--- config.mk ---
export PLATFORM = sky130hd
export DESIGN_NAME = hsv_core_wb_arbiter
export DESIGN_NICKNAME = d
export VERILOG_FILES = /design/src/rtl/hsv_core_pkg.sv /design/src/rtl/hsv_core_wb_rr_picker.sv /design/src/rtl/hsv_core_wb_arbiter.sv
export SDC_FILE = /design/constraint.sdc
export NUM_CORES = 1
export LEC_CHECK = 0
export BUFFER_PORTS_ARGS = -buffer_cell sky130_fd_sc_hd__buf_2
export CAP_MARGIN = 20
export CORE_MARGIN = 1
export CORE_UTILIZATION = 35
export CTS_CLUSTER_DIAMETER = 150
export DETAILED_ROUTE_END_ITERATION = 6
export PLACE_DENSITY = 0.67
export SYNTH_ARGS = -nofsm -noshare
export SYNTH_HDL_FRONTEND = slang
export SYNTH_HIERARCHICAL = 1
export SYNTH_SLANG_ARGS = --single-unit
--- constraint.sdc ---
create_clock -name clk_core -period 2.2 [get_ports clk_core]
set_input_delay 0.44 -clock clk_core [delete_from_list [all_inputs] [get_ports clk_core]]
set_output_delay 0.44 -clock clk_core [all_outputs]
set_load 0.02 [all_outputs]
--- src/rtl/hsv_core_pkg.sv ---
// Shared core types: register-file addressing, data words and writeback request payloads.
// Writeback port indices follow wb_port_e; arbiters size their request vectors from WB_PORTS.
package hsv_core_pkg;

    typedef logic [4:0]  reg_addr;
    typedef logic [31:0] word;
    typedef logic [31:0] reg_mask;

    localparam int WB_PORTS = 4;

    typedef enum logic [1:0] {
        WB_ALU         = 2'd0,
        WB_BRANCH      = 2'd1,
        WB_CTRL_STATUS = 2'd2,
        WB_MEM         = 2'd3
    } wb_port_e;

    typedef struct packed {
        reg_addr rd_addr;
        word     rd_data;
        logic    rd_we;
    } wb_req_t;

endpackage

--- src/rtl/hsv_core_wb_rr_picker.sv ---
// Rotating-priority picker: grants the first valid requester at or after ptr_i, wrapping modulo NUM_PORTS.
// Purely combinational, zero latency; never grants an invalid requester.
// No backpressure of its own; the caller decides whether the pick becomes a transfer.
module hsv_core_wb_rr_picker #(
    parameter int NUM_PORTS = 4,
    parameter int PTR_W     = 2
) (
    input  logic [NUM_PORTS-1:0] valid_i,
    input  logic [PTR_W-1:0]     ptr_i,
    output logic [NUM_PORTS-1:0] grant_o,
    output logic [PTR_W-1:0]     idx_o,
    output logic                 any_o
);

    always_comb begin
        int cand;
        grant_o = '0;
        idx_o   = '0;
        any_o   = |valid_i;
        cand    = 0;
        // Walk from the farthest offset back to the pointer so the nearest valid port wins.
        for (int k = NUM_PORTS - 1; k >= 0; k--) begin
            cand = (int'(ptr_i) + k) % NUM_PORTS;
            if (valid_i[cand]) begin
                grant_o       = '0;
                grant_o[cand] = 1'b1;
                idx_o         = PTR_W'(cand);
            end
        end
    end

endmodule

--- src/rtl/hsv_core_wb_arbiter.sv ---
// Writeback arbiter: shares the register-file write port among the exec ports (round-robin when
// HSV_WB_ROUND_ROBIN_EN is defined, else fixed lowest-index priority). Transfer in cycle N -> wr_* in N+1.
// Backpressure: one grant per cycle via req_ready_o; flush_req withholds every grant.
module hsv_core_wb_arbiter
    import hsv_core_pkg::*;
#(
    parameter int NUM_PORTS = WB_PORTS
) (
    input  logic                 clk_core,
    input  logic                 rst_core_n,
    input  logic                 flush_req,
    output logic                 flush_ack,
    input  logic [NUM_PORTS-1:0] req_valid_i,
    output logic [NUM_PORTS-1:0] req_ready_o,
    input  wb_req_t              req_i [NUM_PORTS],
    output logic [4:0]           wr_addr,
    output logic [31:0]          wr_data,
    output logic                 wr_en,
    output logic [31:0]          commit_mask
);

    localparam int PTR_W = (NUM_PORTS > 1) ? $clog2(NUM_PORTS) : 1;

    logic [NUM_PORTS-1:0] pick_grant;
    logic [PTR_W-1:0]     pick_idx;
    logic [PTR_W-1:0]     pick_ptr;
    logic                 pick_any;
    logic                 xfer;
    wb_req_t              sel;

    logic    flush_ack_q, flush_ack_d;
    logic    wr_en_q, wr_en_d;
    reg_addr wr_addr_q, wr_addr_d;
    word     wr_data_q, wr_data_d;
    reg_mask commit_mask_q, commit_mask_d;

`ifdef HSV_WB_ROUND_ROBIN_EN
    logic [PTR_W-1:0] prio_ptr_q, prio_ptr_d;

    always_comb begin
        prio_ptr_d = prio_ptr_q;
        if (flush_req) begin
            prio_ptr_d = '0;
        end else if (xfer) begin
            prio_ptr_d = (int'(pick_idx) == NUM_PORTS - 1) ? '0 : pick_idx + PTR_W'(1);
        end
    end

    always_ff @(posedge clk_core or negedge rst_core_n) begin
        if (!rst_core_n) begin
            prio_ptr_q <= '0;
        end else begin
            prio_ptr_q <= prio_ptr_d;
        end
    end

    assign pick_ptr = prio_ptr_q;
`else
    assign pick_ptr = '0;
`endif

    hsv_core_wb_rr_picker #(
        .NUM_PORTS (NUM_PORTS),
        .PTR_W     (PTR_W)
    ) u_picker (
        .valid_i (req_valid_i),
        .ptr_i   (pick_ptr),
        .grant_o (pick_grant),
        .idx_o   (pick_idx),
        .any_o   (pick_any)
    );

    always_comb begin
        xfer        = pick_any & ~flush_req;
        req_ready_o = xfer ? pick_grant : '0;
        sel         = req_i[pick_idx];

        flush_ack_d = flush_req;
        // x0 and non-writing results are consumed but must not touch the register file or hazards.
        wr_en_d       = xfer & sel.rd_we & (sel.rd_addr != '0);
        wr_addr_d     = xfer ? sel.rd_addr : wr_addr_q;
        wr_data_d     = xfer ? sel.rd_data : wr_data_q;
        commit_mask_d = wr_en_d ? (reg_mask'(1) << sel.rd_addr) : '0;
    end

    always_ff @(posedge clk_core or negedge rst_core_n) begin
        if (!rst_core_n) begin
            flush_ack_q   <= 1'b0;
            wr_en_q       <= 1'b0;
            wr_addr_q     <= '0;
            wr_data_q     <= '0;
            commit_mask_q <= '0;
        end else begin
            flush_ack_q   <= flush_ack_d;
            wr_en_q       <= wr_en_d;
            wr_addr_q     <= wr_addr_d;
            wr_data_q     <= wr_data_d;
            commit_mask_q <= commit_mask_d;
        end
    end

    assign flush_ack   = flush_ack_q;
    assign wr_en       = wr_en_q;
    assign wr_addr     = wr_addr_q;
    assign wr_data     = wr_data_q;
    assign commit_mask = commit_mask_q;

endmodule
==> results of run 1 <==
sequential cells by signal (all words and copies together) (netlist names):
register / flops
commit_mask: 32
wr_data: 32
wr_addr: 5
flush_ack: 1
wr_en: 1
power groups by stage:
stage | logic, W | registers (W) | clock network (W)
after CTS | 0.00174 | 0.00157 | 0.00103
after detailed placement | 0.00153 | 0.00159 | 0
final | 0.00176 | 0.00157 | 0.000996
after global routing | 0.00187 | 0.00160 | 0.00108
after floorplan | 0.000734 | 0.00180 | 0
after global placement | 0.00151 | 0.00159 | 0
what timing repair did:
item	4_1_cts	5_1_grt
cloned	3	0
setup endpoints to repair	73	73
resized for setup	59	12
buffers inserted	5	6
pin swaps	9	5
critical path, cell delays in order:
cell and delay [ns]:
buf_6 0.09, mux4_2 0.46, a311o_1 0.32, o32ai_4 0.26
buf_6 0.18, buf_6 0.11, mux4_2 0.49, nand3b_1 0.22
buf_12 0.18, nor3_2 0.18
Yosys cell counts (2+ instances only):
master	instances	area, um^2
a21oi_1	8	40.0
buf_2	9	45.0
mux2_2	39	439
or3b_2	2	17.5
mux4_2	39	878
nand2b_1	3	18.8
nor2b_1	2	12.5
nand2_1	6	22.5
inv_1	4	15.0
buf_6	3	33.8
o211ai_1	5	37.5
mux2i_1	2	20.0
a221oi_1	3	26.3
or2_1	2	12.5
dfrtp_1	71	1780
clkbuf_1	11	41.3
and2_1	4	25.0
nand3b_1	3	22.5
buf_1	2	7.51
nor2_1	6	22.5
mux4_1	2	52.6
ha_1	8	100
nor3_1	34	170
per-layer routing:
metal  GRT usage  vias to the layer above  wire [um]
li1            -                     1617          -
met1       0.268                     1735       4820
met2       0.364                      161       6520
met3      0.0386                       27        735
met4      0.0890                        0        337
met5           0                        -          0
kinds of logic (layout without fill, tap and decap cells):
kind of cell,after synthesis,in the layout,share of synthesized area
and+or+nand+nor,68,68,0.0939
adders and majority gates,8,8,0.0254
muxes,82,82,0.352
DFF,71,71,0.450
AOI/OAI and AO/OA,22,22,0.0396
other,1,11,0.000951
buffers and inverters,30,298,0.0374
stage by stage:
| step | setup TNS [ns] | worst slack (ns) |
|---|---|---|
| floorplan | -53.36 | -0.982 |
| global placement | -55.12 | -0.878 |
| detailed placement | -56.26 | -0.913 |
| CTS | -23.80 | -0.455 |
| global route | -28.80 | -0.520 |
| finish | -25.23 | -0.460 |
cell type report:
cell class              count  area, um^2
fillers                   916        4660
multi-input cells         191        2320
flip-flops and latches     71        1780
repair buffers            278        1750
well taps                 140         175
clock buffers               9         124
clock inverters             7        61.3
inverters                   4        15.0
final timing paths:
path                           startpoint  slack [ns]              to  cells after the start
min in group clk_core           flush_req        0.28       flush_ack                      1
hold reg to reg                wr_data[5]        0.51      wr_data[5]                      1
max in group asynchronous      rst_core_n        1.61     wr_data[31]                      2
setup / recovery           req_valid_i[0]       -0.46  commit_mask[4]                     10
setup reg to reg               wr_addr[3]        1.41      wr_addr[3]                      1
hold / removal                 rst_core_n        0.03  commit_mask[7]                      1
==> flow_summary.toml, run 1 <==
[detailed_routing]
wl_um = 12400
dr.pass1.iters = 4
drt_iter0_drc = 113
viasPerCell = 5.06
vias = 3540
drc_errors = 0
routedWlPerCell_um = 17.7
postRouteAntennaNets = 0

[power_and_ir_drop]
ir_drop_uv = 313
pwr-share-clk = 0.230
power_density_mw_per_mm2 = 695
p_seq_frac = 0.363
total_power_w = 0.00433
switching_share = 0.348
power.switching_w = 0.00150
p_int_w = 0.00282
p_comb_frac = 0.406
p_leak_nw = 3.06

[sta]
final.period_utilization = 1.21
rsz0062_at_grt = "true"
holdWs_ns = 0.0269
setup_viol = 73
max_freq_mhz = 376
layout_min_cycle_time_ns = 2.66
maxSlewViolCount = 0
setup_slack_ns = -0.460
fin_skew_ns = 0
hold_viol_final = 0

[critical_path]
endpoint_kind = "flip-flop"
worst-path-max-fanout = 15
start_kind = "input port"
critPathKind = "in2reg"
worst-endpoint-required_ns = 2.47
arrival_ns = 2.93

[flow_run]
maxCapViolCount = 0

[logic_synthesis]
syn_area_mm2 = 0.00395
synth_edf_count = 0
syn_area_per_cell_um2 = 14.0
ys_ff_latch = 71
syn_inst = 282
synth-seq-area-share = 0.450
synth_flop_cell = "dfrtp_1"
ys.warnings.count = 6
async_flop_share = 1.00
yosysUniqueCellTypes = 37

[finish]
layout_commonest_cell = "buf_2"
mostFrequentLayoutCells = "226 x buf_2, 71 x dfrtp_1, 40 x mux4_2, 24 x buf_4, 21 x mux2_2"
final_core_util = 0.572
layoutNonFillerInstCount = 700
fin_nets = 722
antennaDiodeCount = 0
syn_to_final_growth_pct = 57.8
design_area_mm2 = 0.00622
drive_above_1_share = 0.732

[clocking]
htreeDepth = 3
clk_latency_ns = 0.35
cts_tree = "built"
clockBufferDepth = 2
clockRootBuffer = "clkbuf_8"
clk_pin_slew_ns = 0.09
ctsHoldBuffers = 0
cts_sinks = 71
cts-buffers-inserted = 9

[floorplan]
core_mm2 = 0.0109
num_rows = 38
die_height_um = 108
initial_utilization = 0.362
dieWidth_um = 108
io_pins = 234
die_area_mm2 = 0.0117

[outcome]
status = "finished, violations left"
violations = "setup timing"

[placement]
dp.cells = 673
routabilityCongestion = 0.905
io_buffers = 233
place_area_mm2 = 0.00566
dp_hpwl_um = 9690

[global_route]
grt_overflow = 0
grt_max_degree = 37
antenna_found_initial = 0
grt_pass1_wl_um = 18700
grt_usage = 0.214
grt_pass1_vias = 3605

[worst_hold_path]
hold_path_class = "in2async"
Note: power is estimated with default switching activity, not from simulation.
==> run 2, diff against run 1 <==
==> constraint.sdc (replaced) <==
create_clock -name clk_core -period 3.3 [get_ports clk_core]
set_input_delay 0.66 -clock clk_core [delete_from_list [all_inputs] [get_ports clk_core]]
set_output_delay 0.66 -clock clk_core [all_outputs]
set_load 0.02 [all_outputs]
==> flow_summary.toml, run 2 (same netlist as run 1, synthesis figures left out) <==
[power_and_ir_drop]
p_comb_frac = 0.344
total_power_w = 0.00278
pwr-share-clk = 0.282
p_leak_nw = 2.77
ir_drop_uv = 220
p_seq_frac = 0.374
power_density_mw_per_mm2 = 494
switching_share = 0.328
p_int_w = 0.00187
power.switching_w = 0.000912

[detailed_routing]
postRouteAntennaNets = 0
drt_iter0_drc = 167
wl_um = 11400
drc_errors = 0
routedWlPerCell_um = 16.8
viasPerCell = 5.07
vias = 3415
dr.pass1.iters = 5

[clocking]
clk_pin_slew_ns = 0.10
htreeDepth = 3
cts_tree = "built"
clockBufferDepth = 2
cts_setup_buffers = 0
cts-buffers-inserted = 9
clockRootBuffer = "clkbuf_8"
clk_latency_ns = 0.34
ctsHoldBuffers = 0
cts_resized = 0
cts_sinks = 71

[critical_path]
critPathTopFamily = "multiplexers"
critPathKind = "in2reg"
worst-path-buf-inv = 3
endpoint_kind = "flip-flop"
worst-path-max-fanout = 8
start_kind = "input port"
slowest_stage = "mux4_2"
worst-endpoint-required_ns = 3.54
slowest_delay_ns = 0.51
cpMostUsedCell = "mux4_2"
crit_start = "req_valid_i[0]"
reg2reg_from = "wr_addr[3]"
worstPathCellList = "buf_2 > mux4_2 > a311o_1 > o32ai_4 > buf_12 > mux4_2 > buf_4 > nand2b_1 > nor3_1"
arrival_ns = 3.20

[placement]
io_buffers = 233
place_area_mm2 = 0.00541
dp_hpwl_um = 9000
routabilityCongestion = 0.825

[finish]
multi_input_area_mm2 = 0.00210
design_area_mm2 = 0.00563
antennaDiodeCount = 0
mostFrequentLayoutCells = "232 x buf_2, 71 x dfrtp_1, 39 x mux4_2, 39 x mux2_2, 34 x nor3_1"
layout_commonest_cell = "buf_2"
register_area_mm2 = 0.00178
drive_above_1_share = 0.661
fin_nets = 696
syn_to_final_growth_pct = 42.8
fillers = 987

[floorplan]
die_height_um = 108
initial_utilization = 0.362
io_pins = 234
dieWidth_um = 108
num_rows = 38
core_mm2 = 0.0109
die_area_mm2 = 0.0117

[outcome]
status = "completed"

[worst_hold_path]
hold_path_class = "in2async"

[flow_run]
maxCapViolCount = 0

[sta]
setup_tns_ns = 0
rsz0062_at_grt = "false"
final.period_utilization = 0.897
layout_min_cycle_time_ns = 2.96
holdWs_ns = 0.440
maxSlewViolCount = 0
setup_viol = 0
max_freq_mhz = 338
hold_viol_final = 0
fin_skew_ns = 0
relSlewSlack = 0.418
tightest_slew_ns = 0.872

[global_route]
antenna_found_initial = 1
grt_max_degree = 72
grt_overflow = 0
grt_pass1_wl_um = 17900
grt_pass1_vias = 3598
grt_usage = 0.203
run 2: per-stage QoR:
stage                     utilization  setup slack [ns]  cells
after floorplan                     -            -0.104    292
after global placement          0.497            0.0788    658
after detailed placement        0.497           -0.0177    658
after CTS                       0.517             0.327    674
after global routing            0.517             0.178    674
final                           0.517             0.340    674
run 2: cell type report:
type,count,area share
well taps,140,0.0311
repair buffers,252,0.240
inverters,4,0.00267
flip-flops and latches,71,0.315
clock buffers,9,0.0220
clock inverters,7,0.0171
multi-input cells,191,0.372
run 2: final timing paths:
kind	cells after the start	slack, ns	to
setup / recovery	9	0.34	commit_mask[22]
hold / removal	1	0.44	commit_mask[20]
setup reg to reg	1	2.52	wr_addr[3]
hold reg to reg	1	0.51	wr_data[6]
max in group asynchronous	1	2.30	wr_data[20]
min in group clk_core	1	0.47	flush_ack
run 2: power groups by stage:
stage,logic (W),clock network [W],registers (W)
3_3_place_gp,0.000941,0,0.00105
4_1_cts,0.000961,0.000806,0.00104
6_report,0.000957,0.000785,0.00104
3_5_place_dp,0.000958,0,0.00106
5_1_grt,0.00102,0.000853,0.00106
2_1_floorplan,0.000443,0,0.00120
run 2: per-layer routing:
layer  vias up  global-route usage  wire, um
li1       1565                   -         -
met1      1662               0.236      4270
met2       160               0.364      6120
met3        26              0.0392       636
met4         2              0.0861       319
met5         -                   0        12
